File: src/rtl/sub_ctrl_pkg.sv
`default_nettype none
// ---------------------------------------------------------------------------
// Module : sub_ctrl_pkg
// Brief  : Shared state encoding and $FD05 register layout for the
//          main-to-sub halt/cancel control stage.
// Rev    : 1.0  initial release
// ---------------------------------------------------------------------------
package sub_ctrl_pkg;

  // Halt handshake state; encoding is shared with software-visible debug
  typedef enum logic [1:0] {
    RUN    = 2'd0,
    REQ    = 2'd1,
    HALTED = 2'd2,
    REL    = 2'd3
  } state_t;

  // $FD05 bit positions
  localparam int HALT_BIT   = 7;
  localparam int CANCEL_BIT = 6;
  localparam int EXTDET_BIT = 0;

  // Constant-one fill for readback bits 6:1
  localparam logic [5:0] RD_FILL = 6'b111111;

endpackage : sub_ctrl_pkg
`default_nettype wire

File: src/rtl/level_filter.sv
`default_nettype none
// ---------------------------------------------------------------------------
// Module : level_filter
// Brief  : Saturating run-length counter. Reports "stable" once the input
//          has matched the expected level for FILTER consecutive samples
//          (the current sample included).
// Rev    : 1.0  initial release
// ---------------------------------------------------------------------------
module level_filter #(
  parameter int FILTER = 2,
  parameter int CNT_W  = 4
) (
  input  logic clk,
  input  logic rst_n,
  input  logic i_clear,
  input  logic i_level,
  input  logic i_match,
  output logic o_stable
);

  localparam logic [CNT_W-1:0] C_LAST = CNT_W'(FILTER - 1);

  logic [CNT_W-1:0] r_cnt;
  logic             w_hit;

  assign w_hit    = (i_level == i_match);
  assign o_stable = w_hit && (r_cnt == C_LAST);

  // Count consecutive matching samples; stop at the last value rather than wrap
  always_ff @(posedge clk) begin
    if (!rst_n) begin
      r_cnt <= '0;
    end else if (i_clear || !w_hit) begin
      r_cnt <= '0;
    end else if (r_cnt != C_LAST) begin
      r_cnt <= r_cnt + 1'b1;
    end
  end

endmodule : level_filter
`default_nettype wire

File: src/rtl/sub_halt_ctrl.sv
`default_nettype none
// ---------------------------------------------------------------------------
// Module : sub_halt_ctrl
// Brief  : Main-side $FD05 halt/cancel register and sub-side busy/cancel
//          acknowledge; drives SHALTn/SUBIRQn to the sub-CPU wrapper and
//          filters its SHALTSTn halt status.
// Rev    : 1.0  initial release
// ---------------------------------------------------------------------------
module sub_halt_ctrl
  import sub_ctrl_pkg::*;
#(
  parameter int HALT_FILTER = 2,
  parameter int CNT_W       = 4
) (
  input  logic       SCPUCLK,
  input  logic       RESETBn,
  input  logic       MWR_FD05,
  input  logic       MRD_FD05,
  input  logic [7:0] MDATA_in,
  output logic [7:0] MDATA_out,
  input  logic       EXTDET,
  input  logic       SRD_D40A,
  input  logic       SWR_D40A,
  input  logic       SRD_D402,
  input  logic       SHALTSTn,
  output logic       SHALTn,
  output logic       SUBIRQn,
  output logic       SUB_HALTED
);

  state_t r_state;
  state_t w_state_nxt;
  logic   r_shaltn;
  logic   r_busy;
  logic   r_cancel;
  logic   w_wr_halt;
  logic   w_wr_rel;
  logic   w_wr_cancel;
  logic   w_active;
  logic   w_clear;
  logic   w_match;
  logic   w_stable;
  logic   w_rd_bit7;
  logic   w_unused;

  assign w_wr_halt   = MWR_FD05 &&  MDATA_in[HALT_BIT];
  assign w_wr_rel    = MWR_FD05 && !MDATA_in[HALT_BIT];
  assign w_wr_cancel = MWR_FD05 &&  MDATA_in[CANCEL_BIT];
  assign w_unused    = ^MDATA_in[5:0];

  // REQ waits for SHALTSTn low, REL waits for it high; counter idles cleared
  // outside those states and restarts on every state change.
  assign w_active = (r_state == REQ) || (r_state == REL);
  assign w_match  = (r_state == REL);
  assign w_clear  = !w_active || (w_state_nxt != r_state);

  level_filter #(
    .FILTER (HALT_FILTER),
    .CNT_W  (CNT_W)
  ) u_level_filter (
    .clk      (SCPUCLK),
    .rst_n    (RESETBn),
    .i_clear  (w_clear),
    .i_level  (SHALTSTn),
    .i_match  (w_match),
    .o_stable (w_stable)
  );

  // Next-state: main writes take priority over a filter completion
  always_comb begin
    w_state_nxt = r_state;
    unique case (r_state)
      RUN:     if (w_wr_halt) w_state_nxt = REQ;
      REQ:     if (w_wr_rel) w_state_nxt = REL;
               else if (w_stable) w_state_nxt = HALTED;
      HALTED:  if (w_wr_rel) w_state_nxt = REL;
      REL:     if (w_wr_halt) w_state_nxt = REQ;
               else if (w_stable) w_state_nxt = RUN;
      default: w_state_nxt = RUN;
    endcase
  end

  // State, registered SHALTn decode, busy and cancel flags (set beats clear)
  always_ff @(posedge SCPUCLK) begin
    if (!RESETBn) begin
      r_state  <= RUN;
      r_shaltn <= 1'b1;
      r_busy   <= 1'b1;
      r_cancel <= 1'b0;
    end else begin
      r_state  <= w_state_nxt;
      r_shaltn <= !((w_state_nxt == REQ) || (w_state_nxt == HALTED));
      if (SRD_D40A)      r_busy <= 1'b1;
      else if (SWR_D40A) r_busy <= 1'b0;
      if (w_wr_cancel)   r_cancel <= 1'b1;
      else if (SRD_D402) r_cancel <= 1'b0;
    end
  end

  assign SHALTn     = r_shaltn;
  assign SUBIRQn    = ~r_cancel;
  assign SUB_HALTED = (r_state == HALTED);

  // $FD05 readback: transitional states read busy, RUN reflects busy_ff
  always_comb begin
    w_rd_bit7 = 1'b1;
    unique case (r_state)
      RUN:     w_rd_bit7 = r_busy;
      HALTED:  w_rd_bit7 = 1'b0;
      default: w_rd_bit7 = 1'b1;
    endcase
    MDATA_out = 8'hFF;
    if (MRD_FD05) begin
      MDATA_out             = {w_rd_bit7, RD_FILL, 1'b0};
      MDATA_out[EXTDET_BIT] = EXTDET;
    end
  end

endmodule : sub_halt_ctrl
`default_nettype wire

File: config.mk
export PLATFORM = sky130hd
export DESIGN_NAME = sub_halt_ctrl
export DESIGN_NICKNAME = d
export VERILOG_FILES = /design/src/rtl/sub_ctrl_pkg.sv /design/src/rtl/level_filter.sv /design/src/rtl/sub_halt_ctrl.sv
export SDC_FILE = /design/constraint.sdc
export NUM_CORES = 1
export LEC_CHECK = 0
export BUFFER_PORTS_ARGS = -buffer_cell sky130_fd_sc_hd__buf_4
export CORE_AREA = 2 2 39 41
export DETAILED_ROUTE_END_ITERATION = 7
export DIE_AREA = 0 0 41 43
export HOLD_SLACK_MARGIN = 0.02
export PLACE_DENSITY_LB_ADDON = 0.08
export SYNTH_ARGS = -nofsm -noshare
export SYNTH_HDL_FRONTEND = slang
export SYNTH_HIERARCHICAL = 1
export SYNTH_SLANG_ARGS = --single-unit
File: constraint.sdc
create_clock -name SCPUCLK -period 4.3 [get_ports SCPUCLK]
set_input_delay 0.43 -clock SCPUCLK [delete_from_list [all_inputs] [get_ports SCPUCLK]]
set_output_delay 0.43 -clock SCPUCLK [all_outputs]
set_load 0.05 [all_outputs]
# Word-level counts from Yosys, hierarchy flattened
# Index checks and enable logic that the tools add are counted.
[classes] add_sub_neg=1 eq_ne=9 muxes=11 n_bitwise=2 reduce_logical=16
[op_table] cell="2-to-1 mux 2 bit" n=6
[op_table] cell="2-to-1 mux 8 bit" n=1
[op_table] cell="one-hot mux 2 bit (4 select lines)" n=1
[op_table] cell="== test 2 bit (second input constant)" n=3
[op_table] cell="adder 4 x 1 -> 4 bit (second input constant)" n=1
[op_table] cell="== test 2 x 1 -> 1 bit (second input constant)" n=2
[op_table] cell="== test 4 x 1 -> 1 bit (second input constant)" n=1
[op_table] cell="logical AND 1 bit" n=4
[op_table] cell="logical NOT 1 bit" n=4
[op_table] cell="logical OR 1 bit" n=4
[op_table] cell="inequality test 4 x 1 -> 1 bit (second input constant)" n=1
[op_table] cell="OR reduction 2 bit" n=2
[op_table] cell="logical NOT 2 bit" n=1
[op_table] cell="2-to-1 mux 1 bit" n=2
[op_table] cell="inequality test 2 bit" n=1
[op_table] cell="NOT 1 bit" n=2
[op_table] cell="one-hot mux 1 bit (2 select lines)" n=1
[op_table] cell="nonzero test 2 bit" n=1
[op_table] cell="== test 1 bit" n=1
[totals] reg_bits=9 inputBits=17 elab_cells=44

# Depth between registers and ports, before layout
# Gate-level depths: netlist of the first run.
[depth] ltp_word=10 ltp_mapped=8 depth_no_buf=8

# Hierarchy
# The synthesis of the first run kept the hierarchy.
[modules_own_cells] module="sub_halt_ctrl" instances=1 cells_each=39 area_per_inst_um2=305.3 seq_area_each_um2=100.1
[modules_own_cells] module="level_filter" instances=1 cells_each=22 area_per_inst_um2=212.7 seq_area_each_um2=80.1

# Worst setup path before layout of the first run
# No wires, ideal clock.
[synth_path] kind="register -> register" start="register u_level_filter.r_cnt[1]" end="register u_level_filter.r_cnt[1]" t_arrival_ns=1.584 path_slack_ns=2.637 stages_incl_launch_ff=9 n_path_buf=0 period_less_slack_ns=1.663 cell_sequence="dfxtp_1 > inv_1 > ha_1 > or3b_2 > nor2_1 > nor2_1 > nand2_1 > or3b_4 > a211oi_2"
[synth_via] elab_chain_len=9 word_cells_on_any_way=13
[synth_rtl] element="start: declaration" line="level_filter.sv:23" rtl="logic [CNT_W-1:0] r_cnt;"
[synth_rtl] element="start signal: assignment" line="level_filter.sv:36" rtl="r_cnt <= r_cnt + 1'b1;"
[synth_rtl] element="== test 4 x 1 -> 1 bit *" line="level_filter.sv:27" rtl="assign o_stable = w_hit && (r_cnt == C_LAST);"
[synth_rtl] element="logical AND 1 bit *" line="level_filter.sv:27"
[synth_rtl] element="named net w_stable" line="sub_halt_ctrl.sv:42" rtl="logic w_stable;"
[synth_rtl] element="2-to-1 mux 2 bit, on equally long branches" line="sub_halt_ctrl.sv:78, sub_halt_ctrl.sv:75"
[synth_rtl] element="2-to-1 mux 2 bit, on equally long branches" line="sub_halt_ctrl.sv:77, sub_halt_ctrl.sv:74"
[synth_rtl] element="one-hot mux 2 bit (4 select lines) *" line="sub_halt_ctrl.sv:72" rtl="unique case (r_state)"
[synth_rtl] element="inequality test 2 bit *" line="sub_halt_ctrl.sv:55" rtl="assign w_clear = !w_active || (w_state_nxt != r_state);"
[synth_rtl] element="logical OR 1 bit *" line="sub_halt_ctrl.sv:55"
[synth_rtl] element="named net w_clear" line="sub_halt_ctrl.sv:40" rtl="logic w_clear;"
[synth_rtl] element="logical OR 1 bit *" line="level_filter.sv:33" rtl="end else if (i_clear || !w_hit) begin"
[synth_rtl] element="OR reduction 2 bit (no line) *"
# Mark *: on every way through the listed nets, which the timed path passes. The rest lies on a longest branch.
# A chain may end at the register's enable or synchronous reset.

# Worst setup path in the final report of the first run
# Same ends and word-level chain as after synthesis.

==> results of run 1 <==
## Yosys cell counts, drive strengths merged (2+ instances only)
cell,n
dfxtp,9
buf,6
inv,5
nor2,5
nand2,3
nand2b,3
nor2b,3
o21ai,3
a21oi,2
and2,2
ha,2
o211ai,2
or3b,2
xnor2,2
xor2,2
## layout make-up
| class | instances | area share |
|---|---|---|
| multi-input combinational | 46 | 0.450 |
| sequential | 9 | 0.277 |
| timing repair buffer | 15 | 0.173 |
| clock buffer | 4 | 0.0404 |
| tap | 16 | 0.0308 |
| inverter | 5 | 0.0288 |
## cell families (layout without fill, tap and decap cells)
logic type	Yosys count	after routing	share of synthesized area
adder cells (fa/ha/maj)	2	2	0.0483
XOR/XNOR	4	4	0.0676
AO/OA/AOI/OAI	11	11	0.147
AND/OR/NAND/NOR	23	23	0.258
other	1	6	0.00724
flip-flops	9	9	0.348
buffers and inverters	11	24	0.123
## where the power goes
part | switching, µW | internal, µW
clock | 31.9 | 35.9
combinational | 32.1 | 17.1
sequential | 2.91 | 86.9
## how the worst max path moves through the flow
stage	from	depth (start not counted)	to	slack [ns]
after floorplan	u_level_filter/r_cnt[1]	8	u_level_filter/r_cnt[1]	2.64
after global placement	u_level_filter/r_cnt[1]	8	u_level_filter/r_cnt[1]	2.52
after detailed placement	u_level_filter/r_cnt[1]	8	u_level_filter/r_cnt[1]	2.50
after CTS	u_level_filter/r_cnt[1]	8	u_level_filter/r_cnt[1]	2.48
after global routing	u_level_filter/r_cnt[1]	8	u_level_filter/r_cnt[1]	2.31
final	u_level_filter/r_cnt[1]	8	u_level_filter/r_cnt[1]	2.48
## per-layer routing
layer / track usage / vias up
met5: 0 / -
met4: 0.100 / 0
met3: 0.0314 / 5
met2: 0.178 / 14
met1: 0.165 / 189
li1: - / 224
## flip-flops by register name (all words and copies together), names as in the netlist
signal                count
SHALTn                    1
r_busy                    1
r_cancel                  1
r_state                   2
u_level_filter/r_cnt      4
## worst max-delay path: stages, from the launching register on
cell      delay, ns
dfxtp_1        0.37
inv_1          0.06
ha_1           0.18
or3b_2         0.24
nor2_1         0.08
nor2_1         0.14
nand2_1        0.07
or3b_4         0.40
a211oi_2       0.19
## metrics by stage
| stage | area (µm²) | setup WS, ns |
|---|---|---|
| floorplan | 537 | 2.64 |
| detailed placement | 624 | 2.50 |
| CTS | 651 | 2.48 |
| global placement | 624 | 2.52 |
| global route | 651 | 2.31 |
| finish | 651 | 2.48 |
==> results.toml, run 1 <==
[final_layout]
fillers = 151
final_core_util = 0.470
syn_to_final_growth_pct = 25.6
drive_gt1_frac = 0.278
layout_commonest_cell = "buf_4"
register_area_um2 = 180
nets = 99
antenna_cells = 0
instances_no_fill = 95
layout_common_cells = "buf_4 (15), dfxtp_1 (9), conb_1 (6)"
multiInputGateArea_um2 = 293

[clocking]
cts_resized = 0
cts-buffers-inserted = 3
clock_latency_ns = 0.26
post-cts-setup-buffers = 0
cts-root-buf = "clkbuf_4"
clock_sinks = 9
hold_buffers = 0
clockBufferDepth = 2
clk_pin_slew_worst_paths_ns = 0.06
cts_tree = "done"
h-tree-depth = 1

[drt]
first_pass_iters = 4
route.detailed.drc = 0
m1WireLength_um = 438
routed-wl-met2_um = 400
top_layer_used = "met4"
ant_nets = 0
via_count = 432
viasPerCell = 4.55
routed_wirelength_um = 920
wire_per_inst_um = 9.68
dr_wl_met3_um = 50
drt-initial-drc-count = 6

[synth]
synth_top_cell_by_area = "dfxtp_1"
avgSynthCellArea_um2 = 8.49
synth.top_cells.by_area = "dfxtp_1 (35%), buf_4 (8.7%), ha_1 (4.8%)"
syn_area_um2 = 518
yosys.cell_types.count = 28
synthCells = 61
yosysSeqAreaShare = 0.348
yosys_warnings = 6
synth_edf_count = 0
synth_seq_cells = 9
synth_flop_cell = "dfxtp_1"
async_reset_ff_frac = 0
synth_top_area_share = 0.348

[floorplanning]
die_y_um = 43
die_w_um = 41
rows = 14
ios = 28
start_util = 0.374
dieArea_um2 = 1760
core_um2 = 1380

[worst_setup_path]
worst-setup-path-type = "register to register"
cp.required_ns = 4.49
r2r_end = "u_level_filter/r_cnt[1]"
start_kind = "register"
reg2reg_slack_ns = 2.48
worstReg2RegStart = "u_level_filter/r_cnt[1]"
arrival_ns = 2.01
ff2ff_path_depth = 8
crit_path_end_kind = "register"
critPathMaxFanout = 4

[grt]
grt_pass1_wl_mm = 1.52
antenna_found_initial = 0
grt_max_degree = 8
grtUsageTotal = 0.130
grt_pass1_vias = 397
gr-total-overflow = 0

[worst_hold_path]
hold_end = "r_busy"
whs_path_depth = 2
hp-class = "primary input to register"
min-delay-start = "SWR_D40A"

[power_and_ir_drop]
power_uw = 207
p_leak_uw = 0.000295
peakVddDrop_mv = 0.200
powerDensity_nw_per_um2 = 318

[placed_design]
gp_congestion = 0.747
port_buffers = 15
placed_cells = 91
place_hpwl_um = 724

[timing]
fin_crit_sh = 0.422
max_freq_ghz = 0.550
rsz0062_at_grt = "false"
fin_crit_ns = 1.82
slew_viol_final = 0
setup-tns-final_ns = 0
whs_ns = 0.360
hold_violations = 0
fin_skew_ns = 0.000454
setup_viol = 0

[job]
drv_cap = 0

[outcome]
status = "completed"
(Power assumes the default switching activity.)
==> run 2, diff against run 1 <==
Settings changed: ABC_AREA set to 1, CORE_AREA 2 2 39 41 to not set, CORE_UTILIZATION set to 40, DIE_AREA 0 0 41 43 to not set.
Clock period 4.3 ns to 1.45 ns, I/O delays scaled along.
==> results.toml, run 2 <==
[clocking]
hold_buffers = 0
clk_pin_slew_worst_paths_ns = 0.05
clock_latency_ns = 0.26
cts-root-buf = "clkbuf_4"
cts-buffers-inserted = 3
clockBufferDepth = 2
cts_tree = "done"
h-tree-depth = 1
clock_sinks = 9

[grt]
gr-total-overflow = 0
grtUsageTotal = 0.166
grt_pass1_vias = 477
grt_pass1_wl_mm = 1.81
grt_max_degree = 6
antenna_found_initial = 0

[synth]
yosysSeqAreaShare = 0.294
async_reset_ff_frac = 0
yosys_warnings = 6
synth_edf_count = 0
yosys.cell_types.count = 19
yosys.cell_count.top_type = "nand2_1"
avgSynthCellArea_um2 = 6.31
synth_top_area_share = 0.294
synth_flop_cell = "dfxtp_1"
synth_seq_cells = 9
synthCells = 97
synth_top_cell_by_area = "dfxtp_1"
yosys-top-cells-count = "nand2_1 (22), inv_1 (18), nor2_1 (12), dfxtp_1 (9)"
synth.top_cells.by_area = "dfxtp_1 (29%), nand2_1 (13%), inv_1 (11%)"
syn_area_um2 = 612

[job]
drv_cap = 0

[worst_setup_path]
worst-setup-path-type = "register to register"
arrival_ns = 1.60
cp_top_family = "simple AND/OR/NAND/NOR gates"
critPathMaxFanout = 4
reg2reg_slack_ns = 0.04
crit_path_max_incr_delay_ns = 0.33
worstReg2RegStart = "r_state[1]"
cp.required_ns = 1.64
start_kind = "register"
crit_path_top_delay_cell = "dfxtp_2"
crit_path_end_kind = "register"
ff2ff_path_depth = 12
crit_chain = "nand2_2 -> inv_4 -> nand2_1 -> nand2_2 -> nor2_4 -> nor2_1 -> nand2_1 -> o21ai_1 -> inv_1 -> nor2_2 -> nand3_2 -> a21oi_2"
path_buf_inv = 2
r2r_end = "u_level_filter/r_cnt[1]"

[timing]
fin_crit_sh = 0.972
slew_viol_final = 0
fin_skew_ns = 0.000824
fin_crit_ns = 1.41
max_freq_ghz = 0.709
setup-tns-final_ns = 0
setup_viol = 0
hold_violations = 0
worst_slack_ns = 0.0400
rsz0062_at_grt = "true"

[power_and_ir_drop]
p_sw_uw = 252
powerDensity_nw_per_um2 = 801
comb_power_share = 0.361
swShare = 0.355
p_int_uw = 459
peakVddDrop_mv = 0.552
p_clk_frac = 0.260
seqPwrFrac = 0.379
p_leak_uw = 0.000467

[floorplanning]
start_util = 0.448
core_um2 = 1370
die_w_um = 41.1
rows = 13
ios = 28
dieArea_um2 = 1690
die_y_um = 41.1

[drt]
drt-initial-drc-count = 5
route.detailed.drc = 0
ant_nets = 0
routed_wirelength_mm = 1.19
first_pass_iters = 4
viasPerCell = 4.28
via_count = 617
wire_per_inst_um = 8.27

[final_layout]
antenna_cells = 0
reg_top3 = "u_level_filter/r_cnt (4), r_state (2)"
final_area_um2 = 887
top_register = "u_level_filter/r_cnt"
nets = 149
instances_no_fill = 144
layout_commonest_cell = "buf_4"
layout_common_cells = "buf_4 (29), nand2_1 (20), inv_1 (17)"
drive_gt1_frac = 0.442
largest_reg_flops = 4
fillers = 132
syn_to_final_growth_pct = 45.0

[placed_design]
placed_cell_area_um2 = 808
placed_cells = 138
place_hpwl_um = 974
place_ws_ns = -0.0760
port_buffers = 15
gp_congestion = 0.824

[worst_hold_path]
hold_end = "r_busy"
min-delay-start = "SWR_D40A"
hp-class = "primary input to register"
whs_path_depth = 2

[outcome]
status = "completed"
## run 2: logic make-up (layout without fill, tap and decap cells)
family | Yosys count | in the layout | share of synthesized area
and+or+nand+nor | 50 | 50 | 0.372
buffers and inverters | 27 | 54 | 0.204
DFF | 9 | 9 | 0.294
AOI/OAI and AO/OA | 7 | 7 | 0.0675
adders and majority gates | 2 | 2 | 0.0409
other | 1 | 6 | 0.00613
xor gates and xnor gates | 1 | 1 | 0.0143
## run 2: power groups by stage
stage	Clock [µW]	Sequential, µW	Combinational [µW]
CTS	193	269	257
global placement	0	273	245
finish	185	269	257
detailed placement	0	273	247
floorplan	0	294	162
global route	207	270	286
## run 2: cell type report
cell class | count | area [µm²] | share of cell area
repair buffers | 29 | 218 | 0.245
multi-input cells | 66 | 359 | 0.405
inverters | 21 | 81.3 | 0.0917
clock buffers | 4 | 26.3 | 0.0296
flip-flops and latches | 9 | 184 | 0.207
well taps | 15 | 18.8 | 0.0212
## run 2: stage by stage
| stage | utilization | hold WS (ns) | total power, µW |
|---|---|---|---|
| 2_1_floorplan | - | 0.217 | 456 |
| 3_3_place_gp | 0.592 | 0.333 | 518 |
| 3_5_place_dp | 0.592 | 0.339 | 520 |
| 4_1_cts | 0.644 | 0.0639 | 720 |
| 5_1_grt | 0.649 | 0.0598 | 763 |
| 6_report | 0.649 | 0.0661 | 711 |
## run 2: layer usage
| layer | routed length [µm] | vias to the layer above | GRT usage |
|---|---|---|---|
| li1 | - | 342 | - |
| met1 | 510 | 260 | 0.178 |
| met2 | 627 | 15 | 0.297 |
| met3 | 53 | 0 | 0.0652 |
| met4 | 0 | 0 | 0.0484 |
| met5 | 0 | - | 0 |
## run 2: worst max-delay path by stage
| stage | startpoint | endpoint | slack (ns) | cells after the start |
|---|---|---|---|---|
| floorplan | u_level_filter/r_cnt[1] | u_level_filter/r_cnt[1] | 0.01 | 11 |
| global placement | u_level_filter/r_cnt[1] | u_level_filter/r_cnt[1] | -0.06 | 11 |
| detailed placement | u_level_filter/r_cnt[1] | u_level_filter/r_cnt[0] | -0.08 | 11 |
| CTS | r_state[0] | u_level_filter/r_cnt[1] | -0.008 | 13 |
| global route | r_state[1] | u_level_filter/r_cnt[1] | -0.08 | 13 |
| finish | r_state[1] | u_level_filter/r_cnt[1] | 0.04 | 12 |
## run 2: worst reg2reg max path: stages (launching register included)
cell and delay, ns:
dfxtp_2 0.33, nand2_2 0.08, inv_4 0.06, nand2_1 0.07, nand2_2 0.09, nor2_4 0.05, nor2_1 0.07, nand2_1 0.07
o21ai_1 0.12, inv_1 0.06, nor2_2 0.08, nand3_2 0.13, a21oi_2 0.14
## run 2: repair_timing
action | 4_1_cts | 5_1_grt
setup buffers | 2 | 0
endpoints found under the setup margin | 4 | 7
pin swaps | 9 | 6
gates resized for setup | 12 | 3
==> run 3, diff against run 2 <==
Settings changed: CORE_UTILIZATION 40 to 39, SYNTH_HIERARCHICAL 1 to not set.
==> results.toml, run 3 <==
[worst_setup_path]
start_kind = "register"
reg2reg_slack_ns = 0.12
arrival_ns = 1.48
worst-setup-path-type = "register to register"
critPathMaxFanout = 7
crit_path_end_kind = "register"
cp.required_ns = 1.60

[job]
drv_cap = 0

[drt]
viasPerCell = 4.44
drt-initial-drc-count = 6
first_pass_iters = 4
via_count = 519
route.detailed.drc = 0
ant_nets = 0
wire_per_inst_um = 8.91
routed_wirelength_mm = 1.04

[synth]
yosysSeqAreaShare = 0.310
synthCells = 83
syn_area_um2 = 581
synth.top_cells.by_area = "dfxtp_1 (31%), inv_1 (9.1%), nand2_1 (8.4%)"
yosys_warnings = 0
async_reset_ff_frac = 0
avgSynthCellArea_um2 = 6.99
yosys.cell_types.count = 20
synth_seq_cells = 9
synth_edf_count = 0
synth_flop_cell = "dfxtp_1"
yosys-top-cells-count = "inv_1 (14), nand2_1 (13), dfxtp_1 (9), nor2_1 (8), nand2_2 (7)"
synth_top_cell_by_area = "dfxtp_1"
yosys.cell_count.top_type = "inv_1"
synth_top_area_share = 0.310

[placed_design]
place_hpwl_um = 849
gp_congestion = 0.724
placed_cell_area_um2 = 696
placed_cells = 113
port_buffers = 15

[power_and_ir_drop]
p_clk_frac = 0.281
comb_power_share = 0.306
swShare = 0.352
powerDensity_nw_per_um2 = 921
power_uw = 669
p_int_uw = 433
peakVddDrop_mv = 0.786
p_leak_uw = 0.000372
p_sw_uw = 235
seqPwrFrac = 0.412

[final_layout]
antenna_cells = 0
syn_to_final_growth_pct = 25.0
final_area_um2 = 726
layout_common_cells = "buf_4 (16), inv_1 (14), nand2_1 (12)"
drive_gt1_frac = 0.333
largest_reg_flops = 4
nets = 122
layout_commonest_cell = "buf_4"
reg_top3 = "u_level_filter.r_cnt (4), r_state (2)"
instances_no_fill = 117
final_core_util = 0.538
top_register = "u_level_filter.r_cnt"

[clocking]
clk_pin_slew_worst_paths_ns = 0.06
post-cts-setup-buffers = 0
cts-root-buf = "clkbuf_4"
cts_tree = "done"
clockBufferDepth = 2
h-tree-depth = 1
hold_buffers = 0
cts-buffers-inserted = 3
clock_latency_ns = 0.25
clock_sinks = 9

[worst_hold_path]
hp-class = "primary input to register"

[grt]
gr-total-overflow = 0
grt_max_degree = 8
grtUsageTotal = 0.147
grt_pass1_wl_mm = 1.61
antenna_found_initial = 0
grt_pass1_vias = 405

[floorplanning]
core_um2 = 1350
die_y_um = 40.6
dieArea_um2 = 1650
rows = 13
ios = 28
start_util = 0.430
die_w_um = 40.6

[outcome]
status = "completed"

[timing]
max_freq_ghz = 0.751
hold_violations = 0
fin_skew_ns = 0.00156
setup_viol = 0
fin_crit_sh = 0.918
slew_viol_final = 0
fin_crit_ns = 1.33
[run 3: cell families (layout without fill, tap and decap cells)]
group           after synthesis  count (layout)  synth area share
compound gates               11              11             0.114
xor+xnor                      2               2            0.0302
fa+ha+maj                     2               2            0.0431
buf+inv                      22              36             0.181
flops                         9               9             0.310
other cells                   1               6           0.00646
simple gates                 36              36             0.315
[run 3: path summary, 6_finish.rpt]
kind                            from  endpoint  cells past startpoint
max          u_level_filter.r_cnt[1]    SHALTn                     11
min                         SWR_D40A    r_busy                      2
max reg2reg  u_level_filter.r_cnt[1]    SHALTn                     11
min reg2reg                   r_busy    r_busy                      2
[run 3: power groups by stage]
| stage | clock (µW) | combinational [µW] | sequential (µW) |
|---|---|---|---|
| floorplan | 0 | 141 | 299 |
| global placement | 0 | 203 | 281 |
| detailed placement | 0 | 204 | 282 |
| CTS | 198 | 205 | 276 |
| global route | 208 | 221 | 278 |
| finish | 188 | 205 | 276 |
[run 3: worst max-delay path, cell delays in order, from the launching register on]
cell and delay [ns]:
dfxtp_2 0.33, inv_1 0.05, ha_1 0.15, nand2_2 0.09
nor2_8 0.14, nand2_2 0.09, nand3_1 0.08, nand2_2 0.07
nand2_2 0.07, nand2_1 0.06, nand2_1 0.06, nand2_1 0.04
[run 3: timing repair]
| action | 4_1_cts | 5_1_grt |
|---|---|---|
| resized for setup | 0 | 2 |
| endpoints found under the setup margin | 0 | 6 |
| endpoints found under the hold margin | 0 | 0 |
[run 3: per-stage QoR]
step / setup TNS, ns / setup slack (ns) / hold slack, ns
after floorplan: 0 / 0.0802 / 0.245
after global placement: 0 / 0.0633 / 0.338
after detailed placement: 0 / 0.0671 / 0.343
after CTS: 0 / 0.0382 / 0.0725
after global routing: -0.0104 / -0.0104 / 0.0732
final: 0 / 0.118 / 0.0754
[run 3: layer usage]
metal  vias to the layer above  GRT usage  part of all wire
met1                       221      0.221              0.52
met2                        12      0.210              0.43
met4                         0     0.0500            0.0048
met3                         2     0.0167             0.047
li1                        284          -                 -
met5                         -          0                 0
[run 3: final cells by class]
type / instances / area (µm²)
fill: 139 / 624
multi-input combinational: 57 / 319
sequential: 9 / 181
timing repair buffer: 16 / 120
inverter: 16 / 60.1
clock buffer: 4 / 26.3
tap: 15 / 18.8
